[config.mk]
export PLATFORM = sky130hd
export DESIGN_NAME = umem_arbiter_flat
export DESIGN_NICKNAME = d
export VERILOG_FILES = /design/src/rtl/umem_arbiter_pkg.sv /design/src/rtl/umem_arbiter_if.sv /design/src/rtl/umem_arbiter_rr2.sv /design/src/rtl/umem_arbiter.sv /design/src/flat_wrapper.sv
export SDC_FILE = /design/constraint.sdc
export NUM_CORES = 1
export LEC_CHECK = 0
export CAP_MARGIN = 20
export CORE_MARGIN = 3
export CORE_UTILIZATION = 41
export DETAILED_ROUTE_END_ITERATION = 6
export PLACE_DENSITY = 0.81
export SYNTH_ARGS = -nofsm -noshare
export SYNTH_HDL_FRONTEND = slang
export SYNTH_SLANG_ARGS = --single-unit
[constraint.sdc]
create_clock -name clk -period 2.1 [get_ports clk]
set_input_delay 0.315 -clock clk [delete_from_list [all_inputs] [get_ports clk]]
set_output_delay 0.315 -clock clk [all_outputs]
set_load 0.01 [all_outputs]
[src/rtl/umem_arbiter_pkg.sv]
// Shared types for the unified memory arbiter: FSM state codes and transfer owner codes.
package umem_arbiter_pkg;

  typedef enum logic [1:0] {
    ST_IDLE = 2'b00,
    ST_XFER = 2'b01,
    ST_RESP = 2'b10
  } arb_state_e;

  typedef enum logic {
    OWN_I = 1'b0,
    OWN_D = 1'b1
  } owner_e;

endpackage

[src/rtl/umem_arbiter_if.sv]
// Unified memory port bundle; master is the arbiter side, slave is the memory side.
interface umem_arbiter_if #(
  parameter int ADDR_W = 14,
  parameter int DATA_W = 64
) ();

  logic [ADDR_W-1:0] mem_addr;
  logic              mem_re;
  logic              mem_we;
  logic [DATA_W-1:0] mem_wdata;
  logic [DATA_W-1:0] mem_rdata;
  logic              mem_rdy;

  modport master (
    output mem_addr, mem_re, mem_we, mem_wdata,
    input  mem_rdata, mem_rdy
  );

  modport slave (
    input  mem_addr, mem_re, mem_we, mem_wdata,
    output mem_rdata, mem_rdy
  );

endinterface

[src/rtl/umem_arbiter_rr2.sv]
// Two-way round-robin pick: bit 0 is the I side, bit 1 the D side; a tie goes to the side not served last.
module umem_arbiter_rr2
  import umem_arbiter_pkg::*;
(
  input  logic [1:0] req,
  input  owner_e     last,
  output logic [1:0] gnt
);

  always_comb begin
    gnt = req;
    if (req == 2'b11) begin
      gnt = (last == OWN_I) ? 2'b10 : 2'b01;
    end
  end

endmodule

[src/rtl/umem_arbiter.sv]
// Arbitrates the unified memory port between the I-cache fill path and the D-cache fill/evict path,
// with round-robin grants and a watchdog that aborts stalled transfers.
module umem_arbiter
  import umem_arbiter_pkg::*;
#(
  parameter int ADDR_W   = 14,
  parameter int DATA_W   = 64,
  parameter int WAIT_MAX = 255
) (
  input  logic              clk,
  input  logic              rst_n,
  input  logic              i_req,
  input  logic [ADDR_W-1:0] i_addr,
  output logic              i_done,
  output logic              i_err,
  input  logic              d_req,
  input  logic              d_wr,
  input  logic [ADDR_W-1:0] d_addr,
  input  logic [DATA_W-1:0] d_wdata,
  output logic              d_done,
  output logic              d_err,
  output logic [DATA_W-1:0] rdata,
  umem_arbiter_if.master    mem
);

  localparam int CNT_W = $clog2(WAIT_MAX + 1);
  localparam logic [CNT_W-1:0] CNT_MAX = CNT_W'(WAIT_MAX);

  arb_state_e       state, state_nxt;
  owner_e           owner_q, rr_last;
  logic             err_flag;
  logic [CNT_W-1:0] wait_cnt;
  logic [1:0]       gnt;
  logic             grant;
  logic             timeout;

  umem_arbiter_rr2 u_rr2 (
    .req  ({d_req, i_req}),
    .last (rr_last),
    .gnt  (gnt)
  );

  assign grant   = (state == ST_IDLE) && (gnt != 2'b00);
  assign timeout = (wait_cnt == CNT_MAX);

  always_ff @(posedge clk or negedge rst_n) begin
    if (!rst_n) state <= ST_IDLE;
    else        state <= state_nxt;
  end

  always_comb begin
    state_nxt = state;
    unique case (state)
      ST_IDLE: if (grant) state_nxt = ST_XFER;
      ST_XFER: if (mem.mem_rdy || timeout) state_nxt = ST_RESP;
      ST_RESP: state_nxt = ST_IDLE;
      default: state_nxt = ST_IDLE;
    endcase
  end

  // Command registers are loaded on grant and the strobes held until the memory answers or the watchdog fires.
  always_ff @(posedge clk or negedge rst_n) begin
    if (!rst_n) begin
      mem.mem_addr  <= '0;
      mem.mem_re    <= 1'b0;
      mem.mem_we    <= 1'b0;
      mem.mem_wdata <= '0;
      rdata         <= '0;
      owner_q       <= OWN_I;
      rr_last       <= OWN_I;
      err_flag      <= 1'b0;
      wait_cnt      <= '0;
    end else begin
      case (state)
        ST_IDLE: begin
          if (grant) begin
            owner_q  <= gnt[1] ? OWN_D : OWN_I;
            rr_last  <= gnt[1] ? OWN_D : OWN_I;
            wait_cnt <= '0;
            if (gnt[1]) begin
              mem.mem_addr  <= d_addr;
              mem.mem_re    <= ~d_wr;
              mem.mem_we    <= d_wr;
              mem.mem_wdata <= d_wdata;
            end else begin
              mem.mem_addr <= i_addr;
              mem.mem_re   <= 1'b1;
              mem.mem_we   <= 1'b0;
            end
          end
        end
        ST_XFER: begin
          if (mem.mem_rdy) begin
            if (mem.mem_re) rdata <= mem.mem_rdata;
            mem.mem_re <= 1'b0;
            mem.mem_we <= 1'b0;
            err_flag   <= 1'b0;
          end else if (timeout) begin
            mem.mem_re <= 1'b0;
            mem.mem_we <= 1'b0;
            err_flag   <= 1'b1;
          end else begin
            wait_cnt <= wait_cnt + CNT_W'(1);
          end
        end
        default: ;
      endcase
    end
  end

  assign i_done = (state == ST_RESP) && (owner_q == OWN_I) && !err_flag;
  assign i_err  = (state == ST_RESP) && (owner_q == OWN_I) &&  err_flag;
  assign d_done = (state == ST_RESP) && (owner_q == OWN_D) && !err_flag;
  assign d_err  = (state == ST_RESP) && (owner_q == OWN_D) &&  err_flag;

endmodule
[src/flat_wrapper.sv]
// flat-port wrapper written by rule: the top's interface ports become plain ports
module umem_arbiter_flat import umem_arbiter_pkg::*;
#(
  parameter int ADDR_W   = 14,
  parameter int DATA_W   = 64,
  parameter int WAIT_MAX = 255
)
  (clk, rst_n, i_req, i_addr, i_done, i_err, d_req, d_wr, d_addr, d_wdata, d_done, d_err, rdata, mem_mem_addr, mem_mem_re, mem_mem_we, mem_mem_wdata, mem_mem_rdata, mem_mem_rdy);
  umem_arbiter_if #(.ADDR_W(ADDR_W), .DATA_W(DATA_W)) mem_i ();
  input  logic clk;
  input  logic rst_n;
  input  logic i_req;
  input  logic [ADDR_W-1:0] i_addr;
  output logic i_done;
  output logic i_err;
  input  logic d_req;
  input  logic d_wr;
  input  logic [ADDR_W-1:0] d_addr;
  input  logic [DATA_W-1:0] d_wdata;
  output logic d_done;
  output logic d_err;
  output logic [DATA_W-1:0] rdata;
  output wire logic [$bits(mem_i.mem_addr)-1:0] mem_mem_addr;
  output wire logic [$bits(mem_i.mem_re)-1:0] mem_mem_re;
  output wire logic [$bits(mem_i.mem_we)-1:0] mem_mem_we;
  output wire logic [$bits(mem_i.mem_wdata)-1:0] mem_mem_wdata;
  input wire logic [$bits(mem_i.mem_rdata)-1:0] mem_mem_rdata;
  input wire logic [$bits(mem_i.mem_rdy)-1:0] mem_mem_rdy;
  assign mem_mem_addr = mem_i.mem_addr;
  assign mem_mem_re = mem_i.mem_re;
  assign mem_mem_we = mem_i.mem_we;
  assign mem_mem_wdata = mem_i.mem_wdata;
  assign mem_i.mem_rdata = mem_mem_rdata;
  assign mem_i.mem_rdy = mem_mem_rdy;
  umem_arbiter #(.ADDR_W(ADDR_W), .DATA_W(DATA_W), .WAIT_MAX(WAIT_MAX)) u_core (.clk(clk), .rst_n(rst_n), .i_req(i_req), .i_addr(i_addr), .i_done(i_done), .i_err(i_err), .d_req(d_req), .d_wr(d_wr), .d_addr(d_addr), .d_wdata(d_wdata), .d_done(d_done), .d_err(d_err), .rdata(rdata), .mem(mem_i));
endmodule
==> flow_summary.ini <==
[floorplan]
coreArea_sq_um = 14800
rows = 44
die-area_sq_um = 17000
die_y_um = 130
pin_count = 310
start_util_pct = 42.8
die_w_um = 130

[pwr]
leakage_uw = 0.00484
powerDensity_nw_per_um2 = 1490
p_switching_uw = 4870
switching_share_pct = 31.8
seq_power_share_pct = 34.5
power_frac_clock_pct = 21.3
p_int_uw = 10400
irDropWorstVdd_mv = 0.820
power_uw = 15300
p_comb_share_pct = 44.3

[timing]
setup_tns_ns = 0
setup_viol = 0
fin_crit_sh_pct = 93.7
clock_skew_ns = 0.00759
hold_viol_final = 0
fmax_mhz = 508
period_minus_slack_ns = 1.97
worst_pin_slew_ns = 0.346
relSlewSlack_pct = 76.9
slew_viol_final = 0
hold_ws_ns = 0.356
rsz0062_at_grt = no

[cts]
post-cts-setup-buffers = 0
clkSinkCount = 156
cts_root_buffer = clkbuf_16
clk_latency_ns = 0.42
htree_levels = 4
cts_buffers = 17
cts_buffer_depth = 2
cts.clk_slew.worst_paths_ns = 0.06
cts_tree = yes

[drt]
vias = 4982
antenna_left = 0
drt-pass1-iter-count = 5
drtIter0Drc = 251
routedWlPerCell_um = 17.2
drc = 0
drt_wl_total_mm = 18.1
via_per_inst = 4.74

[critical_path]
reg2reg_slack_ns = 0.37
path_class = flop to output port
crit_required_ns = 1.78
crit_end = d_err
cp-start-kind = flop
cp.arrival_ns = 1.65
end_kind = output port
r2r_start = u_core.wait_cnt[0]
worst_r2r_endpoint = u_core.wait_cnt[3]
rr_worst_depth = 5
cp_max_fo = 7
crit_start = u_core.state[0]

[global_route]
antenna_found_initial = 0
grt_usage_pct = 21.1
grt_pass1_wl_mm = 27.4
grt.overflow.total = 0
first_global_vias = 5077
grt_max_degree = 66

[synthesis]
synth_top_area_share_pct = 61.6
syn-instance-count = 542
synth-seq-area-share_pct = 61.6
synth_fp_nets = 705
synth_cell_type_count = 34
synth_area_sq_um = 6330
synth_top_cell_by_area = dfrtp_1
ys_ff_latch = 156
synth_warnings = 0
avgSynthCellArea_sq_um = 11.7
yosys-top-cells-area = dfrtp_1 (62%), nand2_1 (13%), mux2_4 (12%)

[layout]
mostFrequentLayoutCells = clkdlybuf4s50_1 (305), nand2_1 (217), dfrtp_1 (155)
ff_latch_area_sq_um = 3910
stdcell_area_sq_um = 10300
drive_above_1_share_pct = 11.9
mostFrequentLayoutCell = clkdlybuf4s50_1
synthToLayoutAreaGrowth_pct = 62.5
multi_input_area_sq_um = 2260
num-fill-cells = 1072
num_antenna_cells = 0
nets = 1018

[placed_design]
dp_hpwl_mm = 13.2
gp_congestion = 0.751
placed_area_sq_um = 9660
portBuffers = 309

[flow_run]
maxCapViolCount = 0

[run_status]
outcome = finished clean

[hold_path]
min_path_type = primary input to asynchronous set/reset pin
critical path: stages (launching register included):
cell and delay (ns):
dfrtp_1 0.44, and4b_1 0.26, clkdlybuf4s50_1 0.54
power by group through the flow:
| stage | Clock (uW) | Sequential (uW) | Combinational, uW |
|---|---|---|---|
| floorplan | 0 | 5880 | 2420 |
| global placement | 0 | 5250 | 6700 |
| detailed placement | 0 | 5300 | 6850 |
| CTS | 3330 | 5280 | 6890 |
| global route | 3460 | 5470 | 7280 |
| finish | 3250 | 5280 | 6780 |
repair_timing:
| item | CTS | global route |
|---|---|---|
| endpoints found under the hold margin | 32 | 0 |
| gates resized for setup | 2 | 2 |
| hold buffers | 1 | 0 |
| setup endpoints to repair | 2 | 1 |
worst min-delay path by stage:
stage / to / cells past startpoint
3_5_place_dp: u_core.mem.mem_addr[8] / 1
6_report: u_core.mem.mem_addr[8] / 2
2_1_floorplan: u_core.err_flag / 0
3_3_place_gp: u_core.mem.mem_addr[5] / 1
5_1_grt: u_core.mem.mem_addr[8] / 2
4_1_cts: u_core.mem.mem_addr[8] / 2
synthesized netlist by cell type (all sizes together):
cell type	n
inv	2
and2	1
a211oi	1
nand4	1
nor2	6
o21ai	21
nor2b	1
nor4b	1
nand3	3
a21oi	7
and3	2
nand2	218
a22oi	1
clkbuf	9
mux2i	14
a31oi	5
nand2b	2
o21a	1
a41oi	1
mux2	64
nor4bb	2
and4b	1
buf	18
and4	1
dfrtp	156
ha	1
a21boi	2
flip-flops by register name (all words and copies together) (netlist names):
name,cells
u_core.err_flag,1
u_core.mem.mem_addr,14
u_core.mem.mem_re,1
u_core.mem.mem_wdata,64
u_core.mem.mem_we,1
u_core.owner_q,1
u_core.rdata,64
u_core.state,2
u_core.wait_cnt,8
through the flow:
stage / instances / util, % / setup slack [ns]
after global placement: 1019 / 65.2 / 0.353
after detailed placement: 1019 / 65.2 / 0.285
after floorplan: 542 / - / 0.368
after global routing: 1052 / 69.5 / 0.0589
after CTS: 1052 / 69.5 / 0.00650
final: 1052 / 69.5 / 0.133
layer usage:
layer  vias to the layer above  share of wire (%)  GRT usage (%)
met3                        24                8.6           8.80
met1                      2352                 40           24.3
met2                       208                 50           35.9
met4                         0                1.7           6.05
li1                       2398                  -              -
met5                         -                  0              0
area by class of cell:
type,count,area share [%]
Clock buffer,19,4.21
Clock inverter,13,1.87
Inverter,2,0.0729
Multi-Input combinational cell,357,22.0
Sequential cell,156,37.9
Tap cell,184,2.24
Timing Repair Buffer,321,31.7
cell families (layout without fill, tap and decap cells):
logic type / after synthesis / count (layout) / share of synthesized area [%]
AO/OA/AOI/OAI: 39 / 39 / 3.69
adder cells (fa/ha/maj): 1 / 1 / 0.197
buffers and inverters: 29 / 355 / 2.78
flip-flops: 156 / 156 / 61.6
multiplexers: 78 / 78 / 16.6
AND/OR/NAND/NOR: 239 / 239 / 15.1
Note: power is estimated with default switching activity, not from simulation.
